==> src/rtl/if_fetch_unit.sv <==
// Instruction-fetch stage: owns the PC, fetches words over a req/ready memory handshake
// and presents {instruction, PC+4} to IF/ID under a valid/accept handshake.
module if_fetch_unit #(
    parameter logic [31:0] RESET_PC  = 32'h0000_0000,
    parameter logic [31:0] HALT_WORD = 32'hFFFF_FFFF
) (
    input  logic        clk,
    input  logic        reset,
    input  logic        pc_write,
    input  logic        redirect_valid,
    input  logic [31:0] redirect_pc,
    output logic        imem_req,
    output logic [31:0] imem_addr,
    input  logic        imem_ready,
    input  logic [31:0] imem_rdata,
    output logic        inst_valid,
    output logic [31:0] inst_out,
    output logic [31:0] pcplus_out,
    output logic        halted
);

    typedef enum logic [2:0] {
        S_IDLE,
        S_FETCH,
        S_PRESENT,
        S_DRAIN,
        S_HALT
    } state_t;

    state_t      state_q, state_d;
    logic [31:0] pc_q, pc_d;
    logic [31:0] addr_q, addr_d;
    logic [31:0] inst_q, inst_d;
    logic [31:0] pcplus_q, pcplus_d;
    logic        req_q, req_d;
    logic        valid_q, valid_d;
    logic        halted_q, halted_d;

    logic [31:0] target;
    logic [31:0] addr_plus4;

    assign target     = redirect_pc & ~32'h0000_0003;
    assign addr_plus4 = addr_q + 32'd4;

    always_ff @(posedge clk or negedge reset) begin
        if (!reset) begin
            state_q  <= S_IDLE;
            pc_q     <= RESET_PC;
            addr_q   <= RESET_PC;
            inst_q   <= '0;
            pcplus_q <= '0;
            req_q    <= 1'b0;
            valid_q  <= 1'b0;
            halted_q <= 1'b0;
        end else begin
            state_q  <= state_d;
            pc_q     <= pc_d;
            addr_q   <= addr_d;
            inst_q   <= inst_d;
            pcplus_q <= pcplus_d;
            req_q    <= req_d;
            valid_q  <= valid_d;
            halted_q <= halted_d;
        end
    end

    always_comb begin
        state_d  = state_q;
        pc_d     = pc_q;
        addr_d   = addr_q;
        inst_d   = inst_q;
        pcplus_d = pcplus_q;
        req_d    = req_q;
        valid_d  = valid_q;
        halted_d = halted_q;

        case (state_q)
            S_IDLE, S_PRESENT: begin
                if (redirect_valid) begin
                    // Redirect wins over an accept in the same cycle: the presented word is squashed.
                    valid_d = 1'b0;
                    pc_d    = target;
                    addr_d  = target;
                    req_d   = 1'b1;
                    state_d = S_FETCH;
                end else if (state_q == S_IDLE) begin
                    addr_d  = pc_q;
                    req_d   = 1'b1;
                    state_d = S_FETCH;
                end else if (pc_write) begin
                    if (inst_q == HALT_WORD) begin
                        valid_d  = 1'b0;
                        req_d    = 1'b0;
                        halted_d = 1'b1;
                        state_d  = S_HALT;
                    end else begin
                        valid_d = 1'b0;
                        addr_d  = pc_q;
                        req_d   = 1'b1;
                        state_d = S_FETCH;
                    end
                end
            end
            S_FETCH: begin
                if (redirect_valid) begin
                    pc_d = target;
                    if (imem_ready) begin
                        addr_d = target;
                    end else begin
                        // Request must stay on the old address until memory answers.
                        state_d = S_DRAIN;
                    end
                end else if (imem_ready) begin
                    inst_d   = imem_rdata;
                    pcplus_d = addr_plus4;
                    pc_d     = addr_plus4;
                    valid_d  = 1'b1;
                    req_d    = 1'b0;
                    state_d  = S_PRESENT;
                end
            end
            S_DRAIN: begin
                if (redirect_valid) begin
                    pc_d = target;
                end
                if (imem_ready) begin
                    addr_d  = redirect_valid ? target : pc_q;
                    state_d = S_FETCH;
                end
            end
            S_HALT: begin
                req_d    = 1'b0;
                valid_d  = 1'b0;
                halted_d = 1'b1;
            end
            default: begin
                state_d = S_IDLE;
            end
        endcase
    end

    assign imem_req   = req_q;
    assign imem_addr  = addr_q;
    assign inst_valid = valid_q;
    assign inst_out   = inst_q;
    assign pcplus_out = pcplus_q;
    assign halted     = halted_q;

endmodule
==> config.mk <==
export PLATFORM = sky130hd
export DESIGN_NAME = if_fetch_unit
export DESIGN_NICKNAME = d
export VERILOG_FILES = /design/src/rtl/if_fetch_unit.sv
export SDC_FILE = /design/constraint.sdc
export NUM_CORES = 1
export LEC_CHECK = 0
export CAP_MARGIN = 10
export CORE_MARGIN = 2
export CORE_UTILIZATION = 35
export CTS_BUF_LIST = sky130_fd_sc_hd__clkbuf_4
export DETAILED_ROUTE_END_ITERATION = 16
export GPL_TIMING_DRIVEN = 0
export PLACE_DENSITY = 0.64
export SETUP_SLACK_MARGIN = 0.3
export SLEW_MARGIN = 10
export SYNTH_ARGS = -nofsm -noshare
export SYNTH_HDL_FRONTEND = slang
export SYNTH_SLANG_ARGS = --single-unit
==> constraint.sdc <==
create_clock -name clk -period 3.2 [get_ports clk]
set_input_delay 0.96 -clock clk [delete_from_list [all_inputs] [get_ports clk]]
set_output_delay 0.96 -clock clk [all_outputs]
set_load 0.01 [all_outputs]
==> flow_results.org <==
** Yosys
- Synthesized flop and latch total :: roughly 130
- Summing the areas of all compound-gate instances in the mapped netlist gives between 10% and 20% of the synthesized area.
- Multiplexer cells account for 12.5% of the synthesized area.
- The synthesized netlist devotes under 10% of its cell area to XOR and XNOR gates.
- The Yosys step of the flow raised 0 warnings.
- Number of synthesized flops with an enable pin :: 0
- Average footprint of a synthesized cell :: 10.3 um^2
- Dominant cell by count in the synthesized netlist :: sky130_fd_sc_hd__nand2_1
- Adder-cell share of the synthesized area :: 0.195%
- Yosys mapped the design onto 47 distinct sky130hd cell types.
- Yosys attributes the largest share of cell area to sky130_fd_sc_hd__dfrtp_1, sky130_fd_sc_hd__nand2_1, sky130_fd_sc_hd__mux2_4.
- In the synthesized netlist the async set-or-reset flop fraction comes to between 90% and 100%.
- After synthesis, flip-flops and latches occupy ~52% of the total area.
- By count the netlist is led by sky130_fd_sc_hd__nand2_1, sky130_fd_sc_hd__dfrtp_1, sky130_fd_sc_hd__o21ai_0, sky130_fd_sc_hd__mux2_2.
- Area fraction of the dominant cell type after synthesis :: 52.2%
- Synthesis produced a netlist whose cell count is 626.
- When the netlist entered floorplanning its net count stood at 696.
- Leading register cell type out of synthesis :: sky130_fd_sc_hd__dfrtp_1
- Post-Synthesis Cell Area :: 6420 um^2
- Leading area contributor after synthesis :: sky130_fd_sc_hd__dfrtp_1
- Combinational family with the most area after synthesis :: simple AND/OR/NAND/NOR gates
- Simple-Gate Fraction of Synth Area :: 17.5%

** Die
- Core ar. :: 18,000 um^2
- Die height :: 139 um
- Area of the die :: 19,400 um^2
- For this design the top-level I/O count stands at 168.
- Die width :: around 140 um
- Once the floorplan was initialized, standard cells occupied approximately 36% of the core.
- In this run the core area contains 49 standard-cell rows.

** Power and ir drop
- In this run the power density over the cells is 913 nW/um^2.
- The design draws between 7 and 8 mW.
- IR analysis of the VDD net gives a maximum drop of 422 uV.
- In this run the static leakage power is 3.64 nW.

** Route
- Remaining DRCs :: 0
- Average detailed-routed wire length per instance :: about 18 um
- The first detailed-routing pass took 4 iterations.
- Using the TritonRoute via totals, the vias-per-cell ratio works out to 5.09.
- Initial drt markers :: 332
- In this run the remaining antenna-violating nets after routing total 0.
- The routed layout has 5,357 vias.
- Wires add up to around 19,000 um.

** Worst setup path
- Startpoint kind of the worst setup timing path :: flip-flop
- Category of the worst setup path capture point :: flip-flop
- For the worst setup path, the data arrival time is 3.19 ns.
- Critical Setup Path Class :: flip-flop to flip-flop
- Critical-path maximum fanout :: 10
- At the worst endpoint, the required time is 3.65 ns.
- Across all register-to-register paths, the minimum setup slack is 0.46 ns.

** Timing
- Clock Skew :: 0.0159 ns
- After layout, the worst path uses a little under nine tenths of the clock period.
- Across all hold checks on the routed design, the worst slack comes to 0.384 ns.
- The number of hold-slack violations in the final timing report was 0.
- Pin slew with the least headroom to its limit :: 0.895 ns
- Setup repair after global routing left no endpoint under its margin.
- Relative slew slack :: 39.8%
- The worst path needs ~2.7 ns of the cycle, external delays included.
- Number of setup violations in the final report :: 0
- Pins Over Slew Limit :: 0
- Highest attainable clock frequency :: approximately 370 MHz

** Final layout
- Compared with the post-synthesis result, the final layout area differs by 34.5%.
- Filler cells :: between 1,500 and 2,000
- The post-route netlist has 13.9% of its cells at a drive strength greater than 1.
- At the end of the flow, the number of nets in the layout was 880.
- The count of cells in the finished layout, fillers not included, comes to 1,053.
- Across the whole layout, storage elements account for between 3000 and 4000 um^2.
- Area of combinational cells with multiple inputs :: 2880 um^2

** Placed design
- At the end of routability-driven placement, the weighted congestion stood at 0.818.
- The number of placed instances, taps included, is about 1,000.
- Number of port buffers :: between 150 and 200
- Summed over all nets, the half-perimeter wirelength after detailed placement is 13,100 um.

** Clock tree
- TritonCTS built the clock tree.
- For this design, the sink count on the clock tree is 134.
- The tree is rooted in a sky130_fd_sc_hd__clkbuf_4.
- For this design, the CTS-stage hold fixing added 0 buffers.
- Clk pin slew, worst setup/hold paths :: 0.12 ns
- Htree depth :: 4
- Post-CTS setup-driven buffer insertion count :: 0
- The clock reaches the later pin of the worst-skew pair after 0.55 ns.
- Max clock buf depth :: 2
- Post-CTS Resized :: 0
- Number of buffers created by CTS :: 17

** GRT
- Combined global-route utilization of all metal layers :: 19.4%
- Number of global-route vias before repair :: 5,268
- Initial antenna violation count :: 2
- Met1 Track Usage GR :: 26.9%
- Largest net degree at the start of global routing :: 72
- Total global routing overflow :: 0
- After global routing, the most crowded layer is met2.
- Met3 Track Usage GR :: roughly 5.6%
- Global-route wire length before repair :: 29,400 um
- GR met2 Demand/Resource :: 30.1%

** Job
- The tool flagged a number of max-cap violations equal to 0.

** Hold path
- Worst Hold Class :: input pin to async pin

** Status
- Status :: finished, final reports clean
metrics by stage:
| step | util, % | setup slack (ns) | cell area [um^2] | TNS (ns) |
|---|---|---|---|---|
| 2_1_floorplan | - | 0.370 | 6420 | 0 |
| 3_3_place_gp | 46.5 | -4.43 | 8350 | -600.87 |
| 3_5_place_dp | 46.6 | -0.312 | 8380 | -9.79 |
| 4_1_cts | 48.0 | 0.309 | 8620 | 0 |
| 5_1_grt | 48.1 | 0.321 | 8640 | 0 |
| 6_report | 48.1 | 0.462 | 8640 | 0 |
flip-flops by register name, summed over array words and instances (netlist names):
name	flops
imem_addr	32
inst_out	32
pc_q	32
pcplus_out	32
state_q	3
halted	1
imem_req	1
inst_valid	1
cell families (layout without fill, tap and decap cells):
kind of cell             count (synthesis)  in the layout
AND/OR/NAND/NOR                        248            248
flip-flops                             134            134
AO/OA/AOI/OAI                          114            114
multiplexers                            62             62
buffers and inverters                   41            238
XOR/XNOR                                26             26
adder cells (fa/ha/maj)                  1              1
other                                    0              1
worst max-delay path: stages, from the launching register on:
cell	delay (ns)
sky130_fd_sc_hd__dfrtp_1	0.44
sky130_fd_sc_hd__clkbuf_1	0.37
sky130_fd_sc_hd__nor2_1	0.09
sky130_fd_sc_hd__a21oi_1	0.47
sky130_fd_sc_hd__clkbuf_1	0.60
sky130_fd_sc_hd__mux2_2	0.42
sky130_fd_sc_hd__mux2_4	0.26
layer usage:
| metal | part of all wire, % | wire length, um |
|---|---|---|
| met2 | 46 | 8650 |
| met4 | 0.86 | 161 |
| met5 | 0 | 0 |
| met1 | 47 | 8720 |
| met3 | 5.9 | 1100 |
final timing paths:
kind	start	endpoint	cells after the start
min reg2reg	imem_req	imem_req	2
min	reset	pcplus_out[0]	1
min in group clk	imem_req	imem_req	2
max reg2reg	state_q[2]	imem_addr[19]	6
max in group asynchronous	reset	pc_q[2]	2
max	state_q[2]	imem_addr[19]	6
layout make-up:
class	count	area share, %
flip-flops and latches	134	38.8
multi-input cells	451	33.3
repair buffers	165	19.3
well taps	229	3.32
plain buffers	37	2.10
clock buffers	18	1.56
clock inverters	14	1.29
inverters	4	0.203
diodes	1	0.0290
cells in the final DEF (no fill, tap or decap), drive strengths merged, types with 4 or more instances in the layout:
master and count:
a21oi 24, a22oi 14, and3 5, and4 4, buf 10, clkbuf 47, clkdlybuf4s50 163, clkinv 8
clkinvlp 4, dfrtp 134, inv 5, mux2 60, nand2 142, nand2b 5, nand3 17, nand4 18
nor2 29, nor3 7, nor4 8, o21a 4, o21ai 45, o221a 4, o22ai 12, xnor2 11
xor2 15
power breakdown:
group / leakage [nW] / switching, mW / internal [mW]
clock: 0.124 / 0.660 / 0.383
combinational: 1.90 / 1.69 / 2.03
sequential: 1.61 / 0.711 / 2.41
total: 3.64 / 3.06 / 4.82
No activity file was read; power rests on OpenSTA's default activity.
